File: src/rtl/loader_pkg.sv
// Shared types and defaults for the program memory loader.
package loader_pkg;

  typedef enum logic [2:0] {
    ST_IDLE,
    ST_LOAD,
    ST_VERIFY,
    ST_DONE,
    ST_ERROR
  } loader_state_t;

  localparam int DEFAULT_CHK_SIZE = 8;

endpackage

File: src/rtl/loader_checksum.sv
// Additive modular checksum accumulator with synchronous clear and add enable.
module loader_checksum
  import loader_pkg::*;
#(
  parameter int DATA_SIZE = 6,
  parameter int CHK_SIZE  = DEFAULT_CHK_SIZE
) (
  input  logic                 clk,
  input  logic                 clr,
  input  logic                 en,
  input  logic [DATA_SIZE-1:0] add_data,
  output logic [CHK_SIZE-1:0]  sum
);

  logic [CHK_SIZE-1:0] sum_q, sum_d;

  always_comb begin
    sum_d = sum_q;
    if (clr) begin
      sum_d = '0;
    end else if (en) begin
      sum_d = sum_q + CHK_SIZE'(add_data);
    end
  end

  always_ff @(posedge clk) begin
    sum_q <= sum_d;
  end

  assign sum = sum_q;

endmodule

File: src/rtl/prog_mem_loader.sv
// Streams an instruction image into program memory, reads it back to verify an
// additive checksum, and holds the core stalled until the image is verified.
module prog_mem_loader
  import loader_pkg::*;
#(
  parameter int DATA_SIZE = 6,
  parameter int ADDR_SIZE = 5,
  parameter int CHK_SIZE  = DEFAULT_CHK_SIZE
) (
  input  logic                 clk,
  input  logic                 rst,
  input  logic                 start,
  input  logic [DATA_SIZE-1:0] in_data,
  input  logic                 in_valid,
  input  logic                 in_last,
  output logic                 in_ready,
  output logic                 mem_we,
  output logic [ADDR_SIZE-1:0] mem_addr,
  output logic [DATA_SIZE-1:0] mem_wdata,
  input  logic [DATA_SIZE-1:0] mem_rdata,
  output logic                 cpu_hold,
  output logic [ADDR_SIZE:0]   load_len,
  output logic                 done,
  output logic                 error
);

  localparam int               LEN_W     = ADDR_SIZE + 1;
  localparam logic [LEN_W-1:0] ONE       = LEN_W'(1);
  localparam logic [LEN_W-1:0] LAST_ADDR = LEN_W'((1 << ADDR_SIZE) - 1);

  loader_state_t       state_q, state_d;
  logic [LEN_W-1:0]    wr_ptr_q, wr_ptr_d;
  logic [LEN_W-1:0]    rd_ptr_q, rd_ptr_d;
  logic [LEN_W-1:0]    load_len_q, load_len_d;
  logic                done_q, done_d;
  logic                error_q, error_d;
  logic                cpu_hold_q, cpu_hold_d;
  logic                vld_p0, vld_p1;
  logic                accept, rd_issue, verify_end, start_ok;
  logic [CHK_SIZE-1:0] sum_w, sum_r;

  assign in_ready   = (state_q == ST_LOAD);
  assign accept     = in_ready & in_valid;
  assign mem_we     = accept;
  assign start_ok   = start && (state_q == ST_IDLE || state_q == ST_DONE || state_q == ST_ERROR);
  assign rd_issue   = (state_q == ST_VERIFY) && (rd_ptr_q < load_len_q);
  // Readback finishes once every address is issued and the last read has drained.
  assign verify_end = (state_q == ST_VERIFY) && !rd_issue && !vld_p1;
  assign vld_p0     = rd_issue;

  always_comb begin
    mem_addr  = '0;
    mem_wdata = '0;
    if (accept) begin
      mem_addr  = wr_ptr_q[ADDR_SIZE-1:0];
      mem_wdata = in_data;
    end else if (rd_issue) begin
      mem_addr = rd_ptr_q[ADDR_SIZE-1:0];
    end
  end

  loader_checksum #(
    .DATA_SIZE(DATA_SIZE),
    .CHK_SIZE (CHK_SIZE)
  ) u_sum_w (
    .clk     (clk),
    .clr     (start_ok),
    .en      (accept),
    .add_data(in_data),
    .sum     (sum_w)
  );

  loader_checksum #(
    .DATA_SIZE(DATA_SIZE),
    .CHK_SIZE (CHK_SIZE)
  ) u_sum_r (
    .clk     (clk),
    .clr     (start_ok),
    .en      (vld_p1),
    .add_data(mem_rdata),
    .sum     (sum_r)
  );

  always_comb begin
    state_d    = state_q;
    wr_ptr_d   = wr_ptr_q;
    rd_ptr_d   = rd_ptr_q;
    load_len_d = load_len_q;
    done_d     = done_q;
    error_d    = error_q;
    case (state_q)
      ST_IDLE, ST_DONE, ST_ERROR: begin
        if (start) begin
          state_d    = ST_LOAD;
          wr_ptr_d   = '0;
          rd_ptr_d   = '0;
          load_len_d = '0;
          done_d     = 1'b0;
          error_d    = 1'b0;
        end
      end
      ST_LOAD: begin
        if (accept) begin
          wr_ptr_d = wr_ptr_q + ONE;
          if (in_last) begin
            load_len_d = wr_ptr_q + ONE;
            state_d    = ST_VERIFY;
          end else if (wr_ptr_q == LAST_ADDR) begin
            state_d = ST_ERROR;
            error_d = 1'b1;
          end
        end
      end
      ST_VERIFY: begin
        if (rd_issue) begin
          rd_ptr_d = rd_ptr_q + ONE;
        end
        if (verify_end) begin
          if (sum_r == sum_w) begin
            state_d = ST_DONE;
            done_d  = 1'b1;
          end else begin
            state_d = ST_ERROR;
            error_d = 1'b1;
          end
        end
      end
      default: state_d = ST_IDLE;
    endcase
    cpu_hold_d = (state_d != ST_DONE);
  end

  always_ff @(posedge clk) begin
    if (rst) begin
      state_q    <= ST_IDLE;
      wr_ptr_q   <= '0;
      rd_ptr_q   <= '0;
      load_len_q <= '0;
      done_q     <= 1'b0;
      error_q    <= 1'b0;
      cpu_hold_q <= 1'b1;
      vld_p1     <= 1'b0;
    end else begin
      state_q    <= state_d;
      wr_ptr_q   <= wr_ptr_d;
      rd_ptr_q   <= rd_ptr_d;
      load_len_q <= load_len_d;
      done_q     <= done_d;
      error_q    <= error_d;
      cpu_hold_q <= cpu_hold_d;
      vld_p1     <= vld_p0;
    end
  end

  assign cpu_hold = cpu_hold_q;
  assign load_len = load_len_q;
  assign done     = done_q;
  assign error    = error_q;

endmodule

File: config.mk
export PLATFORM = sky130hd
export DESIGN_NAME = prog_mem_loader
export DESIGN_NICKNAME = d
export VERILOG_FILES = /design/src/rtl/loader_pkg.sv /design/src/rtl/loader_checksum.sv /design/src/rtl/prog_mem_loader.sv
export SDC_FILE = /design/constraint.sdc
export NUM_CORES = 1
export LEC_CHECK = 0
export CAP_MARGIN = 0
export CELL_PAD_IN_SITES_DETAIL_PLACEMENT = 1
export CELL_PAD_IN_SITES_GLOBAL_PLACEMENT = 2
export CORE_MARGIN = 3
export CORE_UTILIZATION = 34
export CTS_BUF_LIST = sky130_fd_sc_hd__clkbuf_16
export DETAILED_ROUTE_END_ITERATION = 8
export HOLD_SLACK_MARGIN = 0.12
export PLACE_DENSITY_LB_ADDON = 0.25
export SYNTH_ARGS = -nofsm -noshare
export SYNTH_HDL_FRONTEND = slang
export SYNTH_SLANG_ARGS = --single-unit
File: constraint.sdc
create_clock -name clk -period 4.1 [get_ports clk]
set_clock_uncertainty 0.1 [all_clocks]
set_input_delay 0.82 -clock clk [delete_from_list [all_inputs] [get_ports clk]]
set_output_delay 0.82 -clock clk [all_outputs]
set_load 0.01 [all_outputs]
Word-level counts from Yosys, hierarchy flattened
Cells that the tools add are included.
{ "op_classes": {"n_addsub": 4, "order_cmp": 1, "n_eq_ne": 16, "n_mux": 28, "n_bitwise": 1, "n_reduce_logical": 18} }
{ "op_table": {"columns": ["cell", "n"], "rows": [
  ["two-way mux 6 bit", 6],
  ["one-hot mux 6 bit (2 select lines)", 3],
  ["two-way mux 3 bit", 6],
  ["adder 8 x 6 -> 8 bit", 2],
  ["adder 6 x 1 -> 6 bit, second input constant", 2],
  ["inequality test 2 bit, second input constant", 6],
  ["two-way mux 5 bit", 2],
  ["one-hot mux 3 bit (3 select lines)", 1],
  ["== test 8 bit", 1],
  ["two-way mux 1 bit", 8],
  ["AND reduction 4 bit", 2],
  ["AND reduction 7 bit", 1],
  ["== test 3 x 2 -> 1 bit, second input constant", 2],
  ["== test 6 x 5 -> 1 bit, second input constant", 1],
  ["< comparator 6 bit", 1],
  ["inequality test 2 x 1 -> 1 bit, second input constant", 3],
  ["AND reduction 3 bit", 2],
  ["logical AND 1 bit", 4],
  ["nonzero test 2 bit", 2],
  ["== test 3 x 1 -> 1 bit, second input constant", 1],
  ["== test 3 bit, second input constant", 1],
  ["zero test 3 bit", 1],
  ["inequality test 3 x 2 -> 1 bit, second input constant", 1],
  ["one-hot mux 1 bit (3 select lines)", 1],
  ["other kinds (6)", 8]
]} }
{ "word_totals": {"register_bits": 41, "in_bits": 17, "out_inout_bits": 22, "wordCells": 78} }

Longest topological paths before layout
{ "logic_depth": {"word_depth": 8, "mapped_depth": 8, "ltp_nobuf": 8} }

Hierarchy
Synthesis repeated with hierarchy kept, for this count alone.
{ "unflattened": {"cells_unflattened": 316, "area_unflattened_um2": 2786.4} }
{ "modules_own_cells": {"columns": ["mod", "instances", "cells_per_inst", "area_per_inst_um2", "seq_area_each_um2"], "rows": [
  ["prog_mem_loader", 1, 188, 1585.3, 500.5],
  ["loader_checksum", 2, 64, 600.6, 160.2]
]} }

Worst setup path after synthesis
No wires, ideal clock.
{ "synth_path": {"kind": "input-to-output", "startpoint": "input port in_valid", "endpoint": "output port mem_wdata[0]", "arrival_time_ns": 1.802, "required_time_ns": 3.180, "setup_slack_ns": 1.378, "cell_stages": 6, "path_buffers": 2, "cell_sequence": "nor2b_1 nand2_1 inv_2 buf_2 buf_2 and2_1"} }
{ "synth_via": {"elab_chain_len": 2} }
{ "synth_rtl": {"columns": ["element", "line", "source"], "rows": [
  ["start: declaration", "prog_mem_loader.sv:14", "input logic in_valid,"],
  ["AND 1 bit", "prog_mem_loader.sv:43", "assign accept = in_ready & in_valid;"],
  ["net mem_we", "prog_mem_loader.sv:17", "output logic mem_we,"],
  ["two-way mux 6 bit", "prog_mem_loader.sv:54", "if (accept) begin"],
  ["end: declaration", "prog_mem_loader.sv:19", "output logic [DATA_SIZE-1:0] mem_wdata,"]
]} }
The timed path passes the listed nets, and every way through them passes these cells.

Final worst setup path
{ "layout_path": {"startpoint": "input port in_valid", "endpoint": "output port mem_addr[2]"} }
{ "layout_via": {"elab_chain_len": 2} }
{ "layout_rtl": {"columns": ["element", "line", "source"], "rows": [
  ["AND 1 bit", "prog_mem_loader.sv:43", null],
  ["two-way mux 5 bit", "prog_mem_loader.sv:54", null],
  ["end: declaration", "prog_mem_loader.sv:18", "output logic [ADDR_SIZE-1:0] mem_addr,"]
]} }
Every way passes these cells.

==> results.yml <==
status:
  status: "completed"
yosys:
  synth-main-ff-cell: "dfxtp_1"
  synth_cell_types: 50
  synth_mux_area_share_pct: 1.98
  synth_compound_area_share_pct: 22.3
  synth_largest_area_cell: "dfxtp_1"
  synth-simple-area-share_pct: 23.0
  synth_edf_count: 0
  synth_cells: 315
  synth_top_area_share_pct: 31.7
  synthArstFlopShare_pct: 0
  ys_seq_area_share_pct: 31.7
  synthTopCellsByArea: "dfxtp_1 (32%), ha_1 (9.2%), a21oi_1 (4.8%), nor2_1 (4.5%), xor2_1 (4.1%)"
  syn_nets: 353
  synth_top_family_by_area: "simple AND/OR/NAND/NOR gates"
  yosys_warnings: 0
  syn_area_sq_um: 2590
  ys_ff_latch: 41
  synthXorXnorAreaFrac_pct: 5.75
  synth_adder_area_share_pct: 10.7
  synth.avg_cell_area_sq_um: 8.21
floorplan:
  die_area_sq_um: 8690
  start_util_pct: 35.3
  ios: 39
  die_w_um: 93.2
  fp-row-count: 31
  die_y_um: 93.2
  core_sq_um: 7330
final_layout:
  mostFrequentLayoutCells: "dfxtp_1 (41), clkdlybuf4s50_1 (38), nor2_1 (31)"
  final_common_cell: "dfxtp_1"
  fill_cells: 878
  fin_nets: 391
  stdcell_area_sq_um: 3230
  layout-area-overhead-vs-synth_pct: 24.9
  num_antenna_cells: 0
  drive_gt1_share_pct: 5.65
detailed_routing:
  firstDrtPassIters: 4
  ant_nets: 0
  drt_iter0_drc: 68
  drc_errors: 0
  wire_per_inst_um: 15.6
  num_vias: 2382
  finalWirelength_um: 7080
  vias_per_cell: 5.26
place:
  gp_congestion: 0.814
  numPortBuffers: 38
  dp_hpwl_um: 5350
  placed_area_sq_um: 3070
  dp_slack_ps: 395
clocking:
  cts_tree: "built"
  clk_pin_slew_worst_paths_ps: 60
  ctsResizeCount: 0
  cts_buffers: 5
  hold_buffers: 0
  root_buffer: "clkbuf_16"
  clock_latency_ps: 280
  cts.sinks: 41
  cts_buffer_depth: 2
  cts_htree_levels: 2
  postCtsSetupBuffers: 0
power_and_ir_drop:
  sequentialPowerShare_pct: 41.0
  p_per_area_nw_per_um2: 322
  p_sw_mw: 0.272
  p_int_mw: 0.769
  p_clk_share_pct: 42.4
  p_total_mw: 1.04
  p_comb_share_pct: 16.6
  p_leak_nw: 1.23
  ir_drop_v: 0.000140
  switching_share_pct: 26.1
worst_setup_path:
  cp_data_arrival_time_ps: 2830
  crit_path_max_incr_delay_ps: 550
  critical_path.max_fanout: 21
  cpMostUsedCell: "clkdlybuf4s50_1"
  crit_buf_inv: 3
  required_ps: 3180
  worst-setup-path-type: "in2out"
  crit_path_end_kind: "primary output"
  startpoint_type: "input port"
  path_cells: "clkdlybuf4s50_1 > nor2b_1 > nand2_1 > inv_2 > a22o_1 > clkdlybuf4s50_1"
  crit_family: "buffers and inverters"
  cpMaxStageDelayCell: "clkdlybuf4s50_1"
timing:
  hold_viol: 0
  fmax_ghz: 0.267
  period_needed_ps: 3750
  slew_headroom_pct: 50.6
  final.period_utilization_pct: 91.5
  setup_viol: 0
  fin_ws_ps: 348
  rsz0062_at_grt: "no"
  slew_violations: 0
  worstMarginPinSlew_ps: 738
  fin_setup_tns_ps: 0
  whs_ps: 366
job:
  cap_violations: 0
grt:
  grt.total_usage_pct: 17.7
  grt-ovfl-total: 0
  grt_pass1_vias: 2474
  grt_max_degree: 22
  antenna_found_initial: 0
  grt_pass1_wl_um: 12300
hold_path:
  worstHoldPathType: "reg2reg"
worst register-to-register path: cells and delay by family, from the launching register on:
family,cells,cell delay (ps)
simple gates,2,380
fa+ha+maj,1,280
flops,1,460
xor+xnor,1,120
buf+inv,1,230
compound gates,2,530
Yosys cell counts (2+ instances only):
master,number
a211oi_1,10
a21o_1,4
a21oi_1,25
a21oi_2,2
a22o_1,6
a31o_2,2
a31oi_1,2
and2_1,8
buf_2,3
clkbuf_1,6
dfxtp_1,41
fa_1,2
ha_1,19
inv_1,18
mux2i_1,4
nand2_1,25
nand2b_1,8
nand3_1,10
nand3b_1,2
nand4_1,2
nor2_1,31
nor2b_1,6
nor3_1,7
nor3b_1,2
nor4_1,4
o21a_1,6
o21ai_0,14
o21ai_1,2
o21ai_2,2
o31ai_1,2
or3_1,6
xnor2_1,5
xor2_1,12
layout make-up:
cell class                 instances  area, sq um  area share [%]
timing repair buffer              41          403            12.5
sequential                        41          821            25.4
inverter                          19         71.3            2.21
clock inverter                     3         37.5            1.16
clock buffer                       5          125            3.87
tap                               99          124            3.83
multi-input combinational        245         1650            51.1
state kept, by name, summed over array words and instances, names as in the netlist:
register,count
vld_p1,1
load_len,6
error,1
u_sum_w.sum,8
rd_ptr_q,6
done,1
wr_ptr_q,6
state_q,3
u_sum_r.sum,8
cpu_hold,1
layer usage:
layer / wire length, um / up-vias / track usage, %
met1: 3430 / 1135 / 23.6
met5: 0 / - / 0
met3: 209 / 7 / 3.14
li1: - / 1197 / -
met4: 73 / 0 / 3.42
met2: 3360 / 43 / 29.9
stage by stage:
stage	std cells	utilization, %
2_1_floorplan	315	-
5_1_grt	453	44.1
3_3_place_gp	445	41.9
3_5_place_dp	445	41.9
4_1_cts	453	44.1
6_report	453	44.1
worst paths after layout:
| kind | start | slack (ps) | end | cells past startpoint |
|---|---|---|---|---|
| worst min register to register | done | 370 | done | 2 |
| worst min-delay path | done | 370 | done | 2 |
| worst max-delay path | in_valid | 350 | mem_addr[2] | 6 |
| worst max register to register | rd_ptr_q[3] | 1890 | rd_ptr_q[0] | 7 |
power by group through the flow:
| stage | clock [mW] | combinational, mW | sequential (mW) |
|---|---|---|---|
| 6_report | 0.441 | 0.173 | 0.426 |
| 5_1_grt | 0.475 | 0.196 | 0.429 |
| 4_1_cts | 0.453 | 0.175 | 0.427 |
| 3_5_place_dp | 0 | 0.173 | 0.436 |
| 3_3_place_gp | 0 | 0.169 | 0.436 |
| 2_1_floorplan | 0 | 0.111 | 0.431 |
logic make-up (layout without fill, tap and decap cells):
| family | after synthesis | in the layout |
|---|---|---|
| compound gates | 85 | 85 |
| xor+xnor | 17 | 17 |
| fa+ha+maj | 21 | 21 |
| buf+inv | 29 | 68 |
| flops | 41 | 41 |
| mux | 5 | 5 |
| simple gates | 117 | 117 |
(Power assumes the default switching activity.)
